### config.mk
export PLATFORM = sky130hd
export DESIGN_NAME = regfile_wb_arbiter_flat
export DESIGN_NICKNAME = d
export VERILOG_FILES = /design/src/rtl/regfile_wb_arbiter_if.sv /design/src/rtl/regfile_wb_arbiter.sv /design/src/flat_wrapper.sv
export SDC_FILE = /design/constraint.sdc
export NUM_CORES = 1
export LEC_CHECK = 0
export ABC_AREA = 1
export CAP_MARGIN = 20
export CORE_MARGIN = 3
export CORE_UTILIZATION = 30
export CTS_CLUSTER_SIZE = 10
export DETAILED_ROUTE_END_ITERATION = 10
export PLACE_DENSITY = 0.69
export SYNTH_ARGS = -nofsm -noshare
export SYNTH_HDL_FRONTEND = slang
export SYNTH_SLANG_ARGS = --single-unit
export TNS_END_PERCENT = 50
### constraint.sdc
create_clock -name clk -period 1.7 [get_ports clk]
set_input_delay 0.34 -clock clk [delete_from_list [all_inputs] [get_ports clk]]
set_output_delay 0.34 -clock clk [all_outputs]
set_load 0.01 [all_outputs]
### src/rtl/regfile_wb_arbiter_if.sv
// Bus bundle between the write-back requesters, the register-file write port and decode read ports.
// Forwarding outputs exist only when RF_WB_FORWARD_EN is defined.
interface regfile_wb_arbiter_if #(
    parameter int ADDR_BUS_WIDTH = 5,
    parameter int DATA_BUS_WIDTH = 32
);
    logic                      req0_valid;
    logic [ADDR_BUS_WIDTH-1:0] req0_addr;
    logic [DATA_BUS_WIDTH-1:0] req0_data;
    logic                      req0_ready;
    logic                      req1_valid;
    logic [ADDR_BUS_WIDTH-1:0] req1_addr;
    logic [DATA_BUS_WIDTH-1:0] req1_data;
    logic                      req1_ready;
    logic [ADDR_BUS_WIDTH-1:0] rf_addr3;
    logic [DATA_BUS_WIDTH-1:0] rf_write_data;
    logic                      rf_write_en;
    logic [ADDR_BUS_WIDTH-1:0] rd_addr1;
    logic [ADDR_BUS_WIDTH-1:0] rd_addr2;
    logic                      hazard1;
    logic                      hazard2;
    logic [15:0]               conflict_count;
`ifdef RF_WB_FORWARD_EN
    logic [DATA_BUS_WIDTH-1:0] fwd_data1;
    logic [DATA_BUS_WIDTH-1:0] fwd_data2;
`endif

`ifdef RF_WB_FORWARD_EN
    modport slave (
        input  req0_valid, req0_addr, req0_data, req1_valid, req1_addr, req1_data,
        input  rd_addr1, rd_addr2,
        output req0_ready, req1_ready, rf_addr3, rf_write_data, rf_write_en,
        output hazard1, hazard2, conflict_count, fwd_data1, fwd_data2
    );
    modport master (
        output req0_valid, req0_addr, req0_data, req1_valid, req1_addr, req1_data,
        output rd_addr1, rd_addr2,
        input  req0_ready, req1_ready, rf_addr3, rf_write_data, rf_write_en,
        input  hazard1, hazard2, conflict_count, fwd_data1, fwd_data2
    );
`else
    modport slave (
        input  req0_valid, req0_addr, req0_data, req1_valid, req1_addr, req1_data,
        input  rd_addr1, rd_addr2,
        output req0_ready, req1_ready, rf_addr3, rf_write_data, rf_write_en,
        output hazard1, hazard2, conflict_count
    );
    modport master (
        output req0_valid, req0_addr, req0_data, req1_valid, req1_addr, req1_data,
        output rd_addr1, rd_addr2,
        input  req0_ready, req1_ready, rf_addr3, rf_write_data, rf_write_en,
        input  hazard1, hazard2, conflict_count
    );
`endif
endinterface

### src/rtl/regfile_wb_arbiter.sv
// Round-robin write-back arbiter feeding a one-entry register-file write stage with hazard flags.
// Optional RF_WB_FORWARD_EN adds fwd_data1/fwd_data2 outputs mirroring the in-flight write data.
module regfile_wb_arbiter #(
    parameter int ADDR_BUS_WIDTH = 5,
    parameter int DATA_BUS_WIDTH = 32
) (
    input logic                clk,
    input logic                rst_n,
    regfile_wb_arbiter_if.slave bus
);
    logic                      prio;
    logic                      grant0;
    logic                      grant1;
    logic                      both_valid;
    logic [ADDR_BUS_WIDTH-1:0] wr_addr;
    logic [DATA_BUS_WIDTH-1:0] wr_data;
    logic                      wr_en;
    logic [15:0]               conflicts;

    // prio = 0 favours req0 when both are valid, 1 favours req1
    always_comb begin
        both_valid = bus.req0_valid && bus.req1_valid;
        grant0     = 1'b0;
        grant1     = 1'b0;
        if (rst_n) begin
            if (both_valid) begin
                grant0 = !prio;
                grant1 = prio;
            end else begin
                grant0 = bus.req0_valid;
                grant1 = bus.req1_valid;
            end
        end
    end

    always_ff @(posedge clk) begin
        if (!rst_n) begin
            prio      <= 1'b0;
            wr_addr   <= '0;
            wr_data   <= '0;
            wr_en     <= 1'b0;
            conflicts <= '0;
        end else begin
            if (grant0) begin
                wr_addr <= bus.req0_addr;
                wr_data <= bus.req0_data;
                wr_en   <= (bus.req0_addr != '0);
            end else if (grant1) begin
                wr_addr <= bus.req1_addr;
                wr_data <= bus.req1_data;
                wr_en   <= (bus.req1_addr != '0);
            end else begin
                wr_en   <= 1'b0;
            end
            if (both_valid) begin
                prio <= grant0;
                if (conflicts != 16'hFFFF) begin
                    conflicts <= conflicts + 16'd1;
                end
            end
        end
    end

    // wr_en is never set for register 0, so hazards on address 0 are impossible
    assign bus.req0_ready     = grant0;
    assign bus.req1_ready     = grant1;
    assign bus.rf_addr3       = wr_addr;
    assign bus.rf_write_data  = wr_data;
    assign bus.rf_write_en    = wr_en;
    assign bus.hazard1        = wr_en && (bus.rd_addr1 == wr_addr);
    assign bus.hazard2        = wr_en && (bus.rd_addr2 == wr_addr);
    assign bus.conflict_count = conflicts;

`ifdef RF_WB_FORWARD_EN
    assign bus.fwd_data1 = wr_data;
    assign bus.fwd_data2 = wr_data;
`endif
endmodule

### src/flat_wrapper.sv
// flat-port wrapper written by rule: the top's interface ports become plain ports
module regfile_wb_arbiter_flat 
#(
    parameter int ADDR_BUS_WIDTH = 5,
    parameter int DATA_BUS_WIDTH = 32
)
  (clk, rst_n, bus_req0_valid, bus_req0_addr, bus_req0_data, bus_req1_valid, bus_req1_addr, bus_req1_data, bus_rd_addr1, bus_rd_addr2, bus_req0_ready, bus_req1_ready, bus_rf_addr3, bus_rf_write_data, bus_rf_write_en, bus_hazard1, bus_hazard2, bus_conflict_count);
  regfile_wb_arbiter_if #(.ADDR_BUS_WIDTH(ADDR_BUS_WIDTH), .DATA_BUS_WIDTH(DATA_BUS_WIDTH)) bus_i ();
  input logic clk;
  input logic rst_n;
  input wire logic [$bits(bus_i.req0_valid)-1:0] bus_req0_valid;
  input wire logic [$bits(bus_i.req0_addr)-1:0] bus_req0_addr;
  input wire logic [$bits(bus_i.req0_data)-1:0] bus_req0_data;
  input wire logic [$bits(bus_i.req1_valid)-1:0] bus_req1_valid;
  input wire logic [$bits(bus_i.req1_addr)-1:0] bus_req1_addr;
  input wire logic [$bits(bus_i.req1_data)-1:0] bus_req1_data;
  input wire logic [$bits(bus_i.rd_addr1)-1:0] bus_rd_addr1;
  input wire logic [$bits(bus_i.rd_addr2)-1:0] bus_rd_addr2;
  output wire logic [$bits(bus_i.req0_ready)-1:0] bus_req0_ready;
  output wire logic [$bits(bus_i.req1_ready)-1:0] bus_req1_ready;
  output wire logic [$bits(bus_i.rf_addr3)-1:0] bus_rf_addr3;
  output wire logic [$bits(bus_i.rf_write_data)-1:0] bus_rf_write_data;
  output wire logic [$bits(bus_i.rf_write_en)-1:0] bus_rf_write_en;
  output wire logic [$bits(bus_i.hazard1)-1:0] bus_hazard1;
  output wire logic [$bits(bus_i.hazard2)-1:0] bus_hazard2;
  output wire logic [$bits(bus_i.conflict_count)-1:0] bus_conflict_count;
  assign bus_i.req0_valid = bus_req0_valid;
  assign bus_i.req0_addr = bus_req0_addr;
  assign bus_i.req0_data = bus_req0_data;
  assign bus_i.req1_valid = bus_req1_valid;
  assign bus_i.req1_addr = bus_req1_addr;
  assign bus_i.req1_data = bus_req1_data;
  assign bus_i.rd_addr1 = bus_rd_addr1;
  assign bus_i.rd_addr2 = bus_rd_addr2;
  assign bus_req0_ready = bus_i.req0_ready;
  assign bus_req1_ready = bus_i.req1_ready;
  assign bus_rf_addr3 = bus_i.rf_addr3;
  assign bus_rf_write_data = bus_i.rf_write_data;
  assign bus_rf_write_en = bus_i.rf_write_en;
  assign bus_hazard1 = bus_i.hazard1;
  assign bus_hazard2 = bus_i.hazard2;
  assign bus_conflict_count = bus_i.conflict_count;
  regfile_wb_arbiter #(.ADDR_BUS_WIDTH(ADDR_BUS_WIDTH), .DATA_BUS_WIDTH(DATA_BUS_WIDTH)) u_core (.clk(clk), .rst_n(rst_n), .bus(bus_i));
endmodule
---- Word level (Yosys, flattened, before mapping) ----
Index checks and enable logic that the tools add are counted.
word-level totals
  output and inout port bits .............. 58
  input bits .............................. 88
  bits in registers ....................... 55
operators by class
  add/subtract/negate cells ............... 1
  reduce and logical (&&, ||, !) cells .... 8
  eq/ne operators ......................... 3
  muxes and demuxes ....................... 10
operator list
  kind                                           count
  two-way mux 32 bit                             2
  adder 16 x 1 -> 16 bit, second input constant  1
  inequality test 16 bit, second input constant  1
  equality test 5 bit                            2
  two-way mux 5 bit                              2
  nonzero test 5 bit                             2
  two-way mux 1 bit                              6
  logical AND 1 bit                              3
  AND reduction 2 bit                            1
  nonzero test 2 bit                             1
  logical NOT 1 bit                              1

---- Depth between registers and ports, before layout ----
Gate-level depths: netlist of the first run.
  depth in word-level cells ............... 5
  mapped depth ............................ 9
  mapped depth without buffers ............ 9

---- Least setup slack after synthesis of the first run ----
No wires, ideal clock.
  kind .................................... register to register
  from .................................... register u_core.conflicts[0], in the netlist u_core.bus.conflict_count[0]
  to ...................................... register u_core.conflicts[15], in the netlist u_core.bus.conflict_count[15]
  arrival time ............................ 1.349 ns
  stages on the path, launching flop included .. 8
  period minus slack after synthesis ...... 1.464 ns
  required time ........................... 1.585 ns
  buffers on the path ..................... 1
  setup slack ............................. 0.236 ns
  path through ............................ dfxtp_1 ha_1 nand2_1 nor2_1 nand4_1 buf_2 a21oi_1 nor2_1
between the ends
  cells in the longest elaborated chain, start to end .. 2
RTL lines
  element                                                                         RTL line                  text
  from (decl)                                                                     regfile_wb_arbiter.sv:18  logic [15:0] conflicts;
  from (signal assigned)                                                          regfile_wb_arbiter.sv:58  conflicts <= conflicts + 16'd1;
  parallel branches: the longest is 2 deep, another holds adder 16 x 1 -> 16 bit  -
Several ways; the timed one is not identified.
A chain may end at the register's enable or synchronous reset.

---- Worst setup path in the final report of the first run ----
  from .................................... input port bus_rd_addr2[1]
  to ...................................... output port bus_hazard2
between the ends
  cells in the longest elaborated chain, start to end .. 2
RTL lines
  element              RTL line                  text
  from (decl)          flat_wrapper.sv:18        input wire logic [$bits(bus_i.rd_addr2)-1:0] bus_rd_addr2;
  equality test 5 bit  regfile_wb_arbiter.sv:71  assign bus.hazard2 = wr_en && (bus.rd_addr2 == wr_addr);
  logical AND 1 bit    regfile_wb_arbiter.sv:71
  to (decl)            flat_wrapper.sv:25        output wire logic [$bits(bus_i.hazard2)-1:0] bus_hazard2;
Every way passes these cells.

==> impl_metrics.toml, run 1 <==
[status]
status = "finished clean"

[placed_design]
gp_congestion = 0.8579
io_buffers = 145
hpwlAfterDp_mm = 7.439

[timing]
clock.fmax_mhz = 588.7
setup_viol = 0
drv_slew = 0
tightest_slew_ns = 0.4396
fin_worst_skew_ns = 0.006509
min_period_ns = 1.699
fin_crit_sh = 0.9992
hold_viol_final = 0
rsz0062_at_grt = "true"
relSlewSlack = 0.7070

[worst_setup_path]
crit_required_ns = 1.36
path_class = "in2out"
cp-end-kind = "output port"
path_max_fanout = 2
cp-start-kind = "primary input"
worstPathArrival_ns = 1.36

[floorplan]
core-area_um2 = 9371
fp.dieW_um = 104.9
fp.dieH_um = 104.9
num_rows = 35
initial_core_util = 0.3134
die-area_um2 = 11010
pin_count = 146

[route]
viasPerCell = 4.684
top_layer_used = "met5"
routedLengthMet1_mm = 4.006
drt_pass1_iterations = 4
wl_met2_mm = 4.999
drt_iter0_markers = 131
vias = 3508
wl_per_cell_um = 13.34
wirelength_mm = 9.992
remaining_drc_errors = 0
met3_wirelength_um = 772
ant_nets = 0

[synthesis]
syn_inst = 467
synth-edff-count = 0
ys_types = 28
netlist_top_cells_count = "nor2_1, nand2_1, dfxtp_1, inv_1, o21ai_1"
synthesis.nets = 556
avgSynthCellArea_um2 = 6.288
ys_dominant_reg_cell = "dfxtp_1"
synth.most_common_cell = "nor2_1"
syn_area_um2 = 2937
synth_top_cells_by_area = "dfxtp_1, nor2_1, nand2_1, o21ai_1, inv_1"
yosys_warnings = 0
yosysSeqAreaShare = 0.3749
yosysTopAreaCell = "dfxtp_1"
synth_async_sr_flop_share = 0
synth_top_area_share = 0.3749
ys_ff_latch = 55

[layout]
nNetsFinal = 707
syn_to_final_growth_pct = 61.14
multiInputGateArea_um2 = 1551
seqCellArea_um2 = 1112
fin_util = 0.5049
nFillCells = 936
drive_gt1_frac = 0.1131

[global_routing]
grt_antenna_before_repair = 2
grt_pass1_wl_mm = 16.10
grt_util_all_layers = 0.1780
grt_pass1_vias = 3455
grt-ovfl-total = 0
grt_max_degree = 46

[clocking]
cts_tree = "built"
hold_buffers = 0
cts_buffers = 5
path_clk_slew_ns = 0.10
cts_sinks = 55
worstSkewPairLatency_ns = 0.31
clock-root-buffer = "clkbuf_8"
cts_max_path_buffers = 2
h-tree-depth = 2

[flow_run]
max_cap_violations = 0

[pwr]
powerDensity_nw_per_um2 = 621.5
p_leak_nw = 1.940
peakVddDrop_uv = 400.6
power_mw = 2.941

[min_path]
min_path_type = "in2reg"
## through the flow
| step | instances | hold WS (ns) | setup WS (ns) | setup TNS [ns] | instance area [µm²] |
|---|---|---|---|---|---|
| 2_1_floorplan | 467 | 0.4749 | 0.2359 | 0 | 2937 |
| 3_5_place_dp | 737 | 0.5354 | -0.5400 | -8.637 | 4544 |
| 4_1_cts | 748 | 0.5333 | -0.06515 | -0.06991 | 4658 |
| 3_3_place_gp | 737 | 0.5094 | -0.5020 | -6.864 | 4544 |
| 5_1_grt | 749 | 0.5543 | -0.07299 | -0.1331 | 4732 |
| 6_report | 749 | 0.5366 | 0.001342 | 0 | 4732 |
## power breakdown
| part | total (mW) | switching, mW | internal (mW) | leakage [nW] |
|---|---|---|---|---|
| Clock | 0.733 | 0.443 | 0.290 | 0.0412 |
| Sequential | 1.42 | 0.0473 | 1.37 | 0.455 |
| Combinational | 0.792 | 0.346 | 0.446 | 1.44 |
## cells in the final DEF (no fill, tap or decap), drive strengths merged, types with 2 or more instances in the layout
master and instances:
nand2 95, dfxtp 55, nor3 3, dlygate4sd2 4, clkdlybuf4s50 128, inv 51, o21ai 75, nor4 2
dlymetal6s2s 6, a21oi 13, buf 31, nor2 118, nand4 2, nand3 18, xnor2 2, clkbuf 6
## worst max-delay path: stages
cell and delay, ns:
clkdlybuf4s50_1 0.44, nand2_1 0.10, o21ai_2 0.06, nor4_2 0.26, buf_2 0.17
## worst paths after layout
kind / from / end / slack, ns / cells past startpoint
worst max-delay path: bus_rd_addr2[1] / bus_hazard2 / 0.001 / 5
worst min-delay path: rst_n / u_core.bus.conflict_count[8]$_SDFFE_PN0P_ / 0.54 / 4
worst max register to register: u_core.bus.conflict_count[0]$_SDFFE_PN0P_ / u_core.bus.conflict_count[12]$_SDFFE_PN0P_ / 0.15 / 8
worst min register to register: u_core.bus.conflict_count[1]$_SDFFE_PN0P_ / u_core.bus.conflict_count[1]$_SDFFE_PN0P_ / 0.55 / 2
## metal layers
layer	global-route usage	vias up
li1	-	1770
met1	0.1924	1607
met2	0.3158	111
met3	0.06115	18
met4	0.07310	2
met5	0	-
## logic make-up after synthesis
| kind of cell | share of synthesized area |
|---|---|
| DFF | 0.3749 |
| AOI/OAI and AO/OA | 0.1662 |
| xor gates and xnor gates | 0.008949 |
| buffers and inverters | 0.1231 |
| and+or+nand+nor | 0.3225 |
| adders and majority gates | 0.004260 |
## area by class of cell
class | instances | share of cell area
clock buffers | 6 | 0.01534
inverters | 51 | 0.04045
well taps | 129 | 0.03411
repair buffers | 169 | 0.3440
diodes | 1 | 0.0005288
multi-input cells | 336 | 0.3279
clock inverters | 2 | 0.002644
flip-flops and latches | 55 | 0.2351
## flip-flops by register name (all words and copies together) (netlist names)
signal                     flops
u_core.bus.rf_write_data      32
u_core.bus.conflict_count     16
u_core.bus.rf_addr3            5
u_core.bus.rf_write_en         1
u_core.prio                    1
## what timing repair did
| action | CTS | global route |
|---|---|---|
| gates resized for setup | 32 | 28 |
| pin swaps | 7 | 4 |
| setup endpoints to repair | 8 | 29 |
| buffers inserted | 3 | 0 |
| endpoints found under the hold margin | 0 | 0 |
(Power assumes the default switching activity.)
==> run 2: changes to the inputs <==
--- a/config.mk
+++ b/config.mk
@@ -11,6 +11,7 @@
 export CORE_UTILIZATION = 30
 export CTS_CLUSTER_SIZE = 10
 export DETAILED_ROUTE_END_ITERATION = 10
+export MAX_ROUTING_LAYER = met4
 export PLACE_DENSITY = 0.69
 export SYNTH_ARGS = -nofsm -noshare
 export SYNTH_HDL_FRONTEND = slang
==> run 2 against run 1 <==
- global-route usage is 0.49 points higher
- largest cell class unchanged
- final cell count increased by 0.13%
- setup slack is the same
- clock skew is 0.0014 ns lower
==> impl_metrics.toml, run 2 (synthesis results as in run 1) <==
[timing]
whs_ns = 0.5390
min_period_ns = 1.699
hold_viol_final = 0
relSlewSlack = 0.7038
drv_slew = 0
setup_viol = 0
tightest_slew_ns = 0.4443
fin_crit_sh = 0.9992
fin_worst_skew_ns = 0.005137
rsz0062_at_grt = "true"
clock.fmax_mhz = 588.7

[global_routing]
grt-ovfl-total = 0
grt_pass1_wl_mm = 16.03
grt_pass1_vias = 3475
gr-usage-met3 = 0.04447
grt_max_degree = 46
grt_use_met1 = 0.2023
met2_usage = 0.3158
grt_antenna_before_repair = 2
grt_util_all_layers = 0.1828
busiest_layer = "met2"

[floorplan]
initial_core_util = 0.3134
num_rows = 35
core-area_um2 = 9371
die-area_um2 = 11010
fp.dieW_um = 104.9
pin_count = 146
fp.dieH_um = 104.9

[clocking]
cts_max_path_buffers = 2
hold_buffers = 0
cts_tree = "built"
worstSkewPairLatency_ns = 0.31
h-tree-depth = 2
clock-root-buffer = "clkbuf_8"
cts_buffers = 5
cts_sinks = 55
path_clk_slew_ns = 0.10

[placed_design]
io_buffers = 145
dp_cells = 737
hpwlAfterDp_mm = 7.439
place_area_um2 = 4544
gp_congestion = 0.8716

[pwr]
p_leak_nw = 1.940
powerDensity_nw_per_um2 = 621.4
power_mw = 2.942
peakVddDrop_uv = 400.0

[layout]
drive_gt1_frac = 0.1131
mostFrequentLayoutCells = "clkdlybuf4s50_1, nor2_1, nand2_1"
largest_reg_flops = 32
nFillCells = 936
nNetsFinal = 707
multiInputGateArea_um2 = 1551
finalNonFillerCells = 750
final_common_cell = "clkdlybuf4s50_1"
syn_to_final_growth_pct = 61.23
final_cell_area_um2 = 4735
seqCellArea_um2 = 1112

[route]
viasPerCell = 4.697
remaining_drc_errors = 0
drt_iter0_markers = 167
ant_nets = 0
drt_pass1_iterations = 4
vias = 3523
wirelength_mm = 9.964
wl_per_cell_um = 13.29

[worst_setup_path]
path_max_fanout = 2
cp-end-kind = "output port"
cp-start-kind = "primary input"
worstPathArrival_ns = 1.36
path_class = "in2out"
crit_required_ns = 1.36

[min_path]
min_path_type = "in2reg"

[flow_run]
max_cap_violations = 0

[status]
status = "finished clean"
==> run 2: final timing paths <==
kind                                             start  slack [ns]  depth (start not counted)                                    endpoint
min reg2reg  u_core.bus.conflict_count[1]$_SDFFE_PN0P_        0.55                          2   u_core.bus.conflict_count[1]$_SDFFE_PN0P_
max reg2reg  u_core.bus.conflict_count[0]$_SDFFE_PN0P_        0.15                          8  u_core.bus.conflict_count[12]$_SDFFE_PN0P_
max                                    bus_rd_addr2[1]       0.001                          5                                 bus_hazard2
min                                              rst_n        0.54                          4   u_core.bus.conflict_count[8]$_SDFFE_PN0P_
==> run 2: what timing repair did <==
item	in CTS	in global routing
setup endpoints to repair	8	29
resized for setup	32	28
pin swaps	7	4
setup buffers	3	0
gates cloned	0	0
==> run 2: stage by stage <==
step	utilization	setup TNS [ns]	setup slack, ns
finish	0.5052	0	0.001342
global route	0.5052	-0.1331	-0.07300
CTS	0.4971	-0.06991	-0.06515
detailed placement	0.4849	-8.637	-0.5400
global placement	0.4849	-6.864	-0.5020
floorplan	-	0	0.2359
==> run 2: cell type report <==
| class | count | area share |
|---|---|---|
| inverters | 51 | 0.04043 |
| clock buffers | 6 | 0.01533 |
| flip-flops and latches | 55 | 0.2349 |
| well taps | 129 | 0.03409 |
| multi-input cells | 336 | 0.3277 |
| clock inverters | 2 | 0.002643 |
| repair buffers | 169 | 0.3438 |
| diodes | 2 | 0.001057 |
==> run 2: metal layers <==
layer / part of all wire / vias to the layer above
li1: - / 1771
met1: 0.41 / 1611
met2: 0.50 / 125
met3: 0.064 / 16
met4: 0.020 / 0
met5: 0 / -
==> run 2: power by group <==
part | leakage, nW | internal, mW | switching [mW]
sequential | 0.455 | 1.37 | 0.0473
combinational | 1.44 | 0.446 | 0.346
clock | 0.0412 | 0.290 | 0.444
total | 1.94 | 2.10 | 0.837
==> run 2: critical path: stages <==
cell,delay [ns]
clkdlybuf4s50_1,0.44
nand2_1,0.10
o21ai_2,0.06
nor4_2,0.26
buf_2,0.17
==> run 3: changes to the inputs <==
--- a/config.mk
+++ b/config.mk
@@ -6,13 +6,13 @@
 export NUM_CORES = 1
 export LEC_CHECK = 0
 export ABC_AREA = 1
-export CAP_MARGIN = 20
+export CAP_MARGIN = 5
 export CORE_MARGIN = 3
-export CORE_UTILIZATION = 30
+export CORE_UTILIZATION = 41
 export CTS_CLUSTER_SIZE = 10
 export DETAILED_ROUTE_END_ITERATION = 10
 export MAX_ROUTING_LAYER = met4
-export PLACE_DENSITY = 0.69
+export PLACE_DENSITY = 0.88
 export SYNTH_ARGS = -nofsm -noshare
 export SYNTH_HDL_FRONTEND = slang
 export SYNTH_SLANG_ARGS = --single-unit
==> run 3 against run 2 <==
- fmax grew 0.87%
- sequential power is essentially flat
- die area is 25% lower
- setup slack better by 0.015 ns
- wire length decreased by 6.6%
- clock power decreased by 3.1%
- non-clock buffer count down 2
- hold slack got worse by 0.063 ns
- first-iteration DRC count fell by 8.4%
- core utilization up 17 points
- via count is 2.9% lower
- largest cell class unchanged
- largest power group unchanged
==> impl_metrics.toml, run 3 (synthesis results as in run 1) <==
[timing]
fin_crit_sh = 0.9906
fin_worst_skew_ns = 0.003976
clock.fmax_mhz = 593.8
fin_tns_setup_ns = 0
hold_viol_final = 0
tightest_slew_ns = 0.4365
drv_slew = 0
min_period_ns = 1.684
rsz0062_at_grt = "true"
setup_viol = 0
relSlewSlack = 0.7090
timing.final.ws_setup_ns = 0.01605

[floorplan]
fp.dieH_um = 90.63
core-area_um2 = 6869
num_rows = 30
fp.dieW_um = 90.63
pin_count = 146
initial_core_util = 0.4275
die-area_um2 = 8214

[route]
top_layer_used = "met4"
routedLengthMet1_mm = 3.767
remaining_drc_errors = 0
viasPerCell = 4.790
drt_pass1_iterations = 4
wirelength_mm = 9.310
drt_iter0_markers = 153
vias = 3420
met3_wirelength_um = 574
wl_per_cell_um = 13.04
wl_met2_mm = 4.829
ant_nets = 0

[layout]
largest_reg_flops = 32
mostFrequentLayoutCells = "clkdlybuf4s50_1, nor2_1, nand2_1"
fin_util = 0.6741
drive_gt1_frac = 0.08752
syn_to_final_growth_pct = 57.69
finalNonFillerCells = 714
nNetsFinal = 705
final_common_cell = "clkdlybuf4s50_1"

[placed_design]
io_buffers = 145
gp_congestion = 0.8947
dp_worst_setup_slack_ns = -0.4898
dp_cells = 704
hpwlAfterDp_mm = 6.969

[global_routing]
grt_pass1_wl_mm = 14.29
grt_pass1_vias = 3148
grt_antenna_before_repair = 1
grt_util_all_layers = 0.2169
grt-ovfl-total = 0
grt_max_degree = 62

[worst_setup_path]
path_class = "in2out"
cp-end-kind = "output port"
worstPathArrival_ns = 1.34
crit_required_ns = 1.36
path_max_fanout = 2
cp-start-kind = "primary input"

[flow_run]
max_cap_violations = 0

[status]
status = "finished clean"

[clocking]
cts_sinks = 55
worstSkewPairLatency_ns = 0.30
clock-root-buffer = "clkbuf_8"
h-tree-depth = 2
cts_max_path_buffers = 2
hold_buffers = 0
postCtsSetupRepairBufs = 0
cts_buffers = 5
cts_tree = "built"
path_clk_slew_ns = 0.09

[pwr]
p_leak_nw = 1.859
peakVddDrop_uv = 390.0
powerDensity_nw_per_um2 = 626.0

[min_path]
min_path_type = "in2reg"
run 3: layout make-up:
cell class	instances	area [µm²]
multi-input cells	336	1500
well taps	96	120.1
flip-flops and latches	55	1110
diodes	1	2.502
clock inverters	2	12.51
fillers	612	2238
clock buffers	6	72.57
inverters	51	193.9
repair buffers	167	1619
run 3: power by group:
| part | switching (mW) | leakage (nW) | total, mW | internal, mW |
|---|---|---|---|---|
| registers | 0.0486 | 0.455 | 1.42 | 1.37 |
| logic | 0.330 | 1.36 | 0.770 | 0.440 |
| clock network | 0.421 | 0.0412 | 0.711 | 0.289 |
| total | 0.800 | 1.86 | 2.90 | 2.10 |
run 3: metrics by stage:
stage	cell area, µm²	total power, mW	hold slack [ns]
6_report	4631	2.899	0.4759
5_1_grt	4631	3.048	0.4792
4_1_cts	4577	2.909	0.4715
3_5_place_dp	4503	2.204	0.5279
3_3_place_gp	4503	2.185	0.5123
2_1_floorplan	2937	1.755	0.4749
run 3: final timing paths:
check	start	to	slack (ns)	depth (start not counted)
max	bus_rd_addr2[2]	bus_hazard2	0.02	5
min	rst_n	u_core.bus.conflict_count[0]$_SDFFE_PN0P_	0.48	4
max reg2reg	u_core.bus.conflict_count[1]$_SDFFE_PN0P_	u_core.bus.conflict_count[12]$_SDFFE_PN0P_	0.20	8
min reg2reg	u_core.bus.conflict_count[0]$_SDFFE_PN0P_	u_core.bus.conflict_count[0]$_SDFFE_PN0P_	0.53	2
run 3: critical path, cell delays in order:
cell             delay [ns]
clkdlybuf4s50_1        0.42
nand2_1                0.08
o211ai_1               0.10
nor4_2                 0.22
buf_2                  0.18
run 3: layer usage:
| metal | vias to the layer above | GRT usage |
|---|---|---|
| met5 | - | - |
| met4 | 0 | 0.05612 |
| met3 | 10 | 0.05333 |
| met2 | 107 | 0.3965 |
| met1 | 1543 | 0.2333 |
| li1 | 1760 | - |
run 3: what timing repair did:
action | in CTS | in global routing
gates cloned | 0 | 1
endpoints found under the hold margin | 0 | 0
setup endpoints to repair | 6 | 52
pin swaps | 7 | 3
resized for setup | 29 | 14
